$ cat src/rtl/vertex_accum_buffer.sv
// Accumulates CHUNKS partial dot-products per node in a tagged slot table; completed sums queue in a small FIFO.
// Latency: a node sum appears on out_* the cycle after its final partial is accepted (no same-cycle bypass).
// Backpressure: in_ready drops on a slot collision or when a completing partial finds the FIFO full and not popping.
module vertex_accum_buffer #(
    parameter int FV_SIZE    = 16,
    parameter int NODE_ID_W  = 6,
    parameter int CHUNKS     = 4,
    parameter int SLOTS      = 4,
    parameter int FIFO_DEPTH = 4
) (
    input  logic                 clk,
    input  logic                 reset,
    input  logic                 in_valid,
    output logic                 in_ready,
    input  logic [FV_SIZE-1:0]   in_data,
    input  logic [NODE_ID_W-1:0] in_node_id,
    output logic                 out_valid,
    input  logic                 out_ready,
    output logic [FV_SIZE-1:0]   out_data,
    output logic [NODE_ID_W-1:0] out_node_id,
    output logic                 busy
);

    localparam int CW = $clog2(CHUNKS + 1);
    localparam int IW = (SLOTS > 1) ? $clog2(SLOTS) : 1;
    localparam int PW = (FIFO_DEPTH > 1) ? $clog2(FIFO_DEPTH) : 1;
    localparam int NW = $clog2(FIFO_DEPTH + 1);
    localparam int EW = NODE_ID_W + FV_SIZE;

    // Slot table
    logic [SLOTS-1:0]     valid_q, valid_d;
    logic [NODE_ID_W-1:0] tag_q [SLOTS];
    logic [NODE_ID_W-1:0] tag_d [SLOTS];
    logic [CW-1:0]        cnt_q [SLOTS];
    logic [CW-1:0]        cnt_d [SLOTS];
    logic [FV_SIZE-1:0]   sum_q [SLOTS];
    logic [FV_SIZE-1:0]   sum_d [SLOTS];

    // Result FIFO, entries packed as {node_id, sum}
    logic [EW-1:0]        mem_q [FIFO_DEPTH];
    logic [EW-1:0]        mem_d [FIFO_DEPTH];
    logic [PW-1:0]        wr_ptr_q, wr_ptr_d;
    logic [PW-1:0]        rd_ptr_q, rd_ptr_d;
    logic [NW-1:0]        count_q, count_d;

    logic [IW-1:0]        idx;
    logic                 hit;
    logic                 free;
    logic                 fin;
    logic                 fifo_full;
    logic                 accept;
    logic                 push;
    logic                 pop;
    logic [CW-1:0]        cnt_next;
    logic [FV_SIZE-1:0]   acc_sum;
    logic [PW-1:0]        head_ptr;

    // Slot lookup for the presented partial and the resulting handshake decision
    always_comb begin
        idx = '0;
        if (SLOTS > 1) begin
            idx = in_node_id[IW-1:0];
        end
        hit       = valid_q[idx] && (tag_q[idx] == in_node_id);
        free      = !valid_q[idx];
        cnt_next  = hit ? (cnt_q[idx] + CW'(1)) : CW'(1);
        fin       = (cnt_next == CW'(CHUNKS));
        acc_sum   = (hit ? sum_q[idx] : '0) + in_data;
        fifo_full = (count_q == NW'(FIFO_DEPTH));
        out_valid = (count_q != '0);
        pop       = out_valid && out_ready;
        // A completing partial may enter a full FIFO only when the head leaves in the same cycle.
        in_ready  = reset && (free || hit) && !(fin && fifo_full && !pop);
        accept    = in_valid && in_ready;
        push      = accept && fin;
    end

    // Slot table update: open, extend, or retire the slot addressed by the accepted partial
    always_comb begin
        valid_d = valid_q;
        tag_d   = tag_q;
        cnt_d   = cnt_q;
        sum_d   = sum_q;
        if (accept) begin
            if (fin) begin
                valid_d[idx] = 1'b0;
                cnt_d[idx]   = '0;
            end else begin
                valid_d[idx] = 1'b1;
                tag_d[idx]   = in_node_id;
                cnt_d[idx]   = cnt_next;
                sum_d[idx]   = acc_sum;
            end
        end
    end

    // FIFO pointers, occupancy and storage; simultaneous push and pop leave the count unchanged
    always_comb begin
        mem_d    = mem_q;
        wr_ptr_d = wr_ptr_q;
        rd_ptr_d = rd_ptr_q;
        count_d  = count_q;
        if (push) begin
            mem_d[wr_ptr_q] = {in_node_id, acc_sum};
            wr_ptr_d = (wr_ptr_q == PW'(FIFO_DEPTH - 1)) ? '0 : wr_ptr_q + PW'(1);
        end
        if (pop) begin
            rd_ptr_d = (rd_ptr_q == PW'(FIFO_DEPTH - 1)) ? '0 : rd_ptr_q + PW'(1);
        end
        case ({push, pop})
            2'b10:   count_d = count_q + NW'(1);
            2'b01:   count_d = count_q - NW'(1);
            default: count_d = count_q;
        endcase
    end

    // Head presentation; when empty, point at the most recently popped entry so out_* hold the last head
    always_comb begin
        head_ptr = rd_ptr_q;
        if (count_q == '0) begin
            head_ptr = (rd_ptr_q == '0) ? PW'(FIFO_DEPTH - 1) : rd_ptr_q - PW'(1);
        end
        {out_node_id, out_data} = mem_q[head_ptr];
        busy = (|valid_q) || (count_q != '0);
    end

    // State registers with synchronous active-low clear
    always_ff @(posedge clk) begin
        if (!reset) begin
            valid_q  <= '0;
            wr_ptr_q <= '0;
            rd_ptr_q <= '0;
            count_q  <= '0;
            for (int i = 0; i < SLOTS; i++) begin
                tag_q[i] <= '0;
                cnt_q[i] <= '0;
                sum_q[i] <= '0;
            end
            for (int j = 0; j < FIFO_DEPTH; j++) begin
                mem_q[j] <= '0;
            end
        end else begin
            valid_q  <= valid_d;
            tag_q    <= tag_d;
            cnt_q    <= cnt_d;
            sum_q    <= sum_d;
            mem_q    <= mem_d;
            wr_ptr_q <= wr_ptr_d;
            rd_ptr_q <= rd_ptr_d;
            count_q  <= count_d;
        end
    end

endmodule

$ cat config.mk
export PLATFORM = sky130hd
export DESIGN_NAME = vertex_accum_buffer
export DESIGN_NICKNAME = d
export VERILOG_FILES = /design/src/rtl/vertex_accum_buffer.sv
export SDC_FILE = /design/constraint.sdc
export NUM_CORES = 1
export LEC_CHECK = 0
export BUFFER_PORTS_ARGS = -buffer_cell sky130_fd_sc_hd__buf_2
export CORE_MARGIN = 5
export CORE_UTILIZATION = 41
export CTS_CLUSTER_SIZE = 12
export DETAILED_ROUTE_END_ITERATION = 7
export GPL_ROUTABILITY_DRIVEN = 0
export SETUP_SLACK_MARGIN = 0.05
export SLEW_MARGIN = 10
export SYNTH_ARGS = -nofsm -noshare
export SYNTH_HDL_FRONTEND = slang
export SYNTH_SLANG_ARGS = --single-unit
$ cat constraint.sdc
create_clock -name clk -period 9.95 [get_ports clk]
set_input_delay 1.4925 -clock clk [delete_from_list [all_inputs] [get_ports clk]]
set_output_delay 1.4925 -clock clk [all_outputs]
set_load 0.05 [all_outputs]
==> results.toml, run 1 <==
[route]
drt_wl_total_um = 23100
final_antenna_net_count = 0
route.vias.total = 7086
vias_per_cell = 5.29
post_drt_wl_per_cell_um = 17.2
drt-initial-drc-count = 512
post-route-drc-count = 0
first_pass_iters = 5

[critical_path]
crit_path_end_kind = "register"
critPathMostFrequentCell = "sky130_fd_sc_hd__a2111oi_0"
cell_breakdown_of_the_critical_path = "buf_2 > mux4_2 > xnor2_1 > nand2_1 > a211oi_2 > buf_4 > and2_1 > ha_1 > fa_1 > a211o_1 > a2111oi_0 > o311ai_0 > a2111oi_0 > nand3b_1 > mux2i_1 > nor2_1"
critical_path.top_delay_family = "compound AO/OA/AOI/OAI gates"
timing.critical_path.arrival_ps = 6630
worst-path-max-fanout = 38
start_kind = "input pin"
worst_ep_required_time_ps = 10320
worst-path-buf-inv = 2
cp_slowest_stage_delay_ps = 740
crit_path_top_delay_cell = "sky130_fd_sc_hd__buf_2"
criticalPathCategory = "in -> reg"

[clocking]
postCtsHoldBufs = 0
post_cts.repair.setup_buffers = 0
cts_tree = "yes"
clock_tree.htree_level_count = 4
clkSinkCount = 199
cts.repair.resized = 0
worstSkewPairLatency_ps = 440
clock-root-buffer = "sky130_fd_sc_hd__clkbuf_16"
clk_pin_slew_worst_paths_ps = 80
inserted_clock_buffers = 17
clockBufferDepth = 2

[floorplanning]
die_area_um2 = 26500
coreArea_um2 = 23300
boundaryPins = 51
initial_utilization = 0.412
die_h_um = 163
floorplan.die.width_um = 163
placementRows = 56

[power_and_ir_drop]
p_sw_frac = 0.259
power_frac_seq = 0.499
net-switching-power_w = 0.000421
ir_worst_vdd_v = 0.000117
power.density_cell_area_nw_per_um2 = 154
comb_power_share = 0.062
total_leakage_power_nw = 3.83
power_w = 0.00162
internal_power_w = 0.00120
p_clk_frac = 0.439

[timing]
timing.final.setup_violations = 0
timing.final.crit_period_ps = 6270
fmax_ghz = 0.160
grt_setup_unrepaired = "no"
drv_slew = 0
tightestPinTransition_ps = 1160
max-slew-margin-rel = 0.224
timing.setup.tns_ps = 0
final_hold_vios = 0
tcrit_tclk_final = 0.630
worst_clock_skew_ps = 15.7

[logic_synthesis]
mappedNetlistNets = 1053
synth_area_um2 = 9580
yosysTopAreaCellShare = 0.416
netlist_instances = 1002
ys_flop_type = "sky130_fd_sc_hd__dfxtp_1"
synth_largest_area_cell = "sky130_fd_sc_hd__dfxtp_1"
seq_area_frac_synth = 0.416
yosys.cell_count.top_type = "sky130_fd_sc_hd__dfxtp_1"
ys_warn_count = 0
synth_cell_types = 60
synthTopCellsByArea = "sky130_fd_sc_hd__dfxtp_1 42%, sky130_fd_sc_hd__mux2i_1 11%, sky130_fd_sc_hd__mux4_2 9.9%"
ys_async_sr_fraction = 0
syn_area_per_cell_um2 = 9.56
ys_seq_elements = 199
synth_edf_count = 0
ys_top_cells_by_count = "199 x sky130_fd_sc_hd__dfxtp_1, 122 x sky130_fd_sc_hd__nand2_1, 121 x sky130_fd_sc_hd__nor2_1, 103 x sky130_fd_sc_hd__mux2i_1, 64 x sky130_fd_sc_hd__a21oi_1"

[flow_run]
cap_violations = 0

[grt]
number_of_antenna_violations_at_the_first_check_in_global_routing = 0
grt_pass1_vias = 6970
grt.total_usage = 0.181
largest_net_degree_at_the_start_of_global_routing = 91
grt-ovfl-total = 0
grt_first_pass_wirelength_um = 38100

[final_layout]
synthToLayoutAreaGrowth_pct = 10.2
drive_gt1_frac = 0.151
insertedDiodeCount = 0
nFillCells = 2288
design.final.nets = 1058

[place]
half_perimeter_wire_length_after_detailed_placement_um = 14600
buffer_ports.inserted = 50

[worst_hold_path]
holdCritPathClass = "reg -> reg"

[run_status]
run_status = "finished clean"
-- kinds of logic after synthesis --
| group | synth area share |
|---|---|
| AND/OR/NAND/NOR | 0.170 |
| flip-flops | 0.416 |
| AO/OA/AOI/OAI | 0.100 |
| multiplexers | 0.212 |
| buffers and inverters | 0.0489 |
| adder cells (fa/ha/maj) | 0.0342 |
| XOR/XNOR | 0.0183 |
-- worst reg2reg max path, delay by kind of cell, from the launching register on --
kind	cells	cell delay, ps
buf+inv	2	360
fa+ha+maj	2	660
flops	1	330
compound gates	5	1890
mux	2	750
simple gates	3	640
-- registers in the layout, summed over array words and instances (netlist names), named ones only --
register	flops
sum_q	64
mem_q	88
cnt_q	12
count_q	3
rd_ptr_q	2
tag_q	24
wr_ptr_q	2
-- metrics by stage --
step                      utilization  instances  worst slack [ps]  instance area, um2  hold slack [ps]
after detailed placement        0.428       1307              3350                9950              423
after floorplan                     -       1002              3640                9580              410
final                           0.454       1339              3680               10600              431
after global routing            0.454       1339              3280               10600              464
after global placement          0.428       1307              3490                9950              416
after CTS                       0.454       1339              3800               10600              435
-- worst paths after layout --
path	from	end	slack [ps]	cells past startpoint
worst min register to register	tag_q[13]	tag_q[13]	430	2
worst max-delay path	in_node_id[1]	mem_q[80]	3680	16
worst max register to register	register	mem_q[80]	5230	14
worst min-delay path	tag_q[13]	tag_q[13]	430	2
-- routing by layer --
layer / vias up / share of wire / global-route usage
met5: - / 0 / 0
met4: 0 / 0.010 / 0.0431
met3: 14 / 0.039 / 0.0385
met2: 120 / 0.48 / 0.298
met1: 3423 / 0.47 / 0.246
li1: 3529 / - / -
-- cells in the final DEF, fill, tap and decap left out, types with 6 or more instances in the layout --
| master | n |
|---|---|
| sky130_fd_sc_hd__a211oi_1 | 10 |
| sky130_fd_sc_hd__a21oi_1 | 64 |
| sky130_fd_sc_hd__and2_1 | 16 |
| sky130_fd_sc_hd__buf_2 | 50 |
| sky130_fd_sc_hd__buf_4 | 11 |
| sky130_fd_sc_hd__clkbuf_16 | 17 |
| sky130_fd_sc_hd__dfxtp_1 | 199 |
| sky130_fd_sc_hd__ha_1 | 23 |
| sky130_fd_sc_hd__inv_1 | 22 |
| sky130_fd_sc_hd__mux2i_1 | 103 |
| sky130_fd_sc_hd__mux4_2 | 42 |
| sky130_fd_sc_hd__nand2_1 | 122 |
| sky130_fd_sc_hd__nand3_1 | 51 |
| sky130_fd_sc_hd__nor2_1 | 121 |
| sky130_fd_sc_hd__nor3_1 | 10 |
| sky130_fd_sc_hd__nor4_1 | 6 |
| sky130_fd_sc_hd__o21ai_0 | 24 |
| sky130_fd_sc_hd__o21ai_1 | 12 |
| sky130_fd_sc_hd__or3_1 | 8 |
| sky130_fd_sc_hd__xnor2_1 | 13 |
| sky130_fd_sc_hd__xor2_1 | 7 |
-- area by class of cell --
cell class	count	area (um2)	share of cell area
inverters	23	88.8	0.00842
well taps	319	399	0.0378
clock inverters	15	178	0.0168
multi-input cells	705	5150	0.488
flip-flops and latches	199	3980	0.377
repair buffers	61	333	0.0315
clock buffers	17	425	0.0403
-- power by group through the flow --
| stage | Sequential, W | Combinational [W] | Clock, W |
|---|---|---|---|
| 3_5_place_dp | 0.000829 | 0.000102 | 0 |
| 2_1_floorplan | 0.000827 | 0.0000760 | 0 |
| 4_1_cts | 0.000810 | 0.000102 | 0.000725 |
| 5_1_grt | 0.000811 | 0.000111 | 0.000757 |
| 3_3_place_gp | 0.000829 | 0.000102 | 0 |
| 6_report | 0.000810 | 0.000101 | 0.000712 |
No activity file was read; power rests on OpenSTA's default activity.
==> run 2: changes to the inputs <==
clock period = 5.35 ns   (was 9.95 ns; I/O delays follow)
==> run 2 against run 1 <==
Compared with the run above:
- cell count up 0.90%
- clock power grew 90%
- setup slack got worse by 3100 ps
- first-iteration DRC count increased by 0.59%
- hold slack improved by 7.0 ps
- via count is 2.0% higher
- global-route usage is 0.28 points lower
- clock skew decreased by 6.5 ps
==> results.toml, run 2 (same netlist as run 1, synthesis figures left out) <==
[critical_path]
rr_worst_depth = 15
cp_slowest_stage_delay_ps = 490
cell_breakdown_of_the_critical_path = "buf_2 > mux2i_1 > xor2_1 > or4b_1 > a211oi_2 > buf_4 > and2_1 > ha_1 > a211o_1 > a2111oi_0 > buf_4 > o311ai_0 > a2111oi_0 > nand3b_1 > mux2i_1 > nor2_1"
crit_path_top_delay_cell = "sky130_fd_sc_hd__or4b_1"
regToRegSetupSlack_ps = 1050
worst-path-max-fanout = 9
crit_path_end_kind = "register"
start_kind = "input pin"
worst_ep_required_time_ps = 5710
worstReg2RegEnd = "sum_q[46]"
timing.critical_path.arrival_ps = 5100
r2r-start = "tag_q[20]"
criticalPathCategory = "in -> reg"

[clocking]
cts.repair.resized = 0
postCtsHoldBufs = 0
inserted_clock_buffers = 17
cts_tree = "yes"
post_cts.repair.setup_buffers = 0
clock_tree.htree_level_count = 4
clkSinkCount = 199
clockBufferDepth = 2
clock-root-buffer = "sky130_fd_sc_hd__clkbuf_16"
worstSkewPairLatency_ps = 430
clk_pin_slew_worst_paths_ps = 70

[timing]
timing.setup.tns_ps = 0
timing.final.setup_violations = 0
grt_setup_unrepaired = "no"
worst_clock_skew_ps = 9.19
max-slew-margin-rel = 0.285
fmax_ghz = 0.211
drv_slew = 0
final_hold_vios = 0
tightestPinTransition_ps = 1060
tcrit_tclk_final = 0.886
timing.final.crit_period_ps = 4740

[grt]
grt.total_usage = 0.178
grt_use_met3 = 0.0311
global_route.peak_usage_layer = "met2"
number_of_antenna_violations_at_the_first_check_in_global_routing = 0
grt_use_met2 = 0.287
grt_first_pass_wirelength_um = 37900
grt_pass1_vias = 7027
grt.met1_usage = 0.250
largest_net_degree_at_the_start_of_global_routing = 92
grt-ovfl-total = 0

[final_layout]
insertedDiodeCount = 0
layout.core_utilization = 0.460
registers.top_by_ff_count = "mem_q"
final_cell_area_um2 = 10700
final_common_cell = "sky130_fd_sc_hd__dfxtp_1"
largest_registers = "mem_q: 88 flops, sum_q: 64 flops, tag_q: 24 flops"
largest_reg_flops = 88
synthToLayoutAreaGrowth_pct = 11.6
layout_common_cells = "199 x sky130_fd_sc_hd__dfxtp_1, 122 x sky130_fd_sc_hd__nand2_1, 121 x sky130_fd_sc_hd__nor2_1"
design.final.nets = 1073
post_route_non_filler_standard_cell_count = 1351
drive_gt1_frac = 0.161

[power_and_ir_drop]
total_leakage_power_nw = 3.91
power_w = 0.00306
ir_worst_vdd_v = 0.000179
power.density_cell_area_nw_per_um2 = 286

[route]
drt-initial-drc-count = 515
final_antenna_net_count = 0
first_pass_iters = 7
post-route-drc-count = 0
drt_wl_total_um = 23200
route.vias.total = 7225
post_drt_wl_per_cell_um = 17.2
vias_per_cell = 5.35

[flow_run]
cap_violations = 0

[floorplanning]
die_area_um2 = 26500
placementRows = 56
initial_utilization = 0.412
die_h_um = 163
floorplan.die.width_um = 163
coreArea_um2 = 23300
boundaryPins = 51

[place]
buffer_ports.inserted = 50
half_perimeter_wire_length_after_detailed_placement_um = 15200
detailed_place.area_um2 = 10100
place.detailed.instances = 1322

[worst_hold_path]
timing.hold.worst_endpoint = "tag_q[13]"
worstHoldStart = "tag_q[13]"
min_path_cells = 2
holdCritPathClass = "reg -> reg"

[run_status]
run_status = "finished clean"
==> run 2: worst max-delay path by stage <==
stage / startpoint / endpoint
2_1_floorplan: in_node_id[0] / sum_q[46]
3_3_place_gp: in_node_id[1] / sum_q[30]
3_5_place_dp: in_node_id[1] / sum_q[46]
4_1_cts: in_node_id[1] / sum_q[62]
5_1_grt: in_node_id[1] / mem_q[80]
6_report: in_node_id[1] / sum_q[46]
==> run 2: power by group <==
group	leakage (nW)	switching (W)	internal [W]	total, W
logic	2.01	0.000127	0.0000685	0.000195
registers	1.61	0.00000892	0.00150	0.00151
clock network	0.295	0.000576	0.000778	0.00135
total	3.91	0.000711	0.00234	0.00306
==> run 2: area by class of cell <==
type,count,area [um2]
clock buffer,17,425
fill,2265,12600
sequential,199,3980
inverter,23,88.8
timing repair buffer,76,470
clock inverter,12,178
tap,319,399
multi-input combinational,705,5150
==> run 2: metal layers <==
layer	routed length (um)	part of all wire	vias up
met1	11000	0.47	3493
met3	886	0.038	22
met4	390	0.017	0
met2	10900	0.47	145
met5	0	0	-
li1	-	-	3565
==> run 2: per-stage QoR <==
step	hold WS, ps	setup slack [ps]
4_1_cts	438	599
5_1_grt	444	205
3_5_place_dp	427	153
2_1_floorplan	410	287
3_3_place_gp	420	302
6_report	438	609
==> run 2: worst max-delay path: cells and delay by family <==
family                     cells  cell delay, ps
AOI/OAI and AO/OA              5            1700
and+or+nand+nor                4            1080
buffers and inverters          3             690
muxes                          2             380
adders and majority gates      1             250
xor gates and xnor gates       1             200
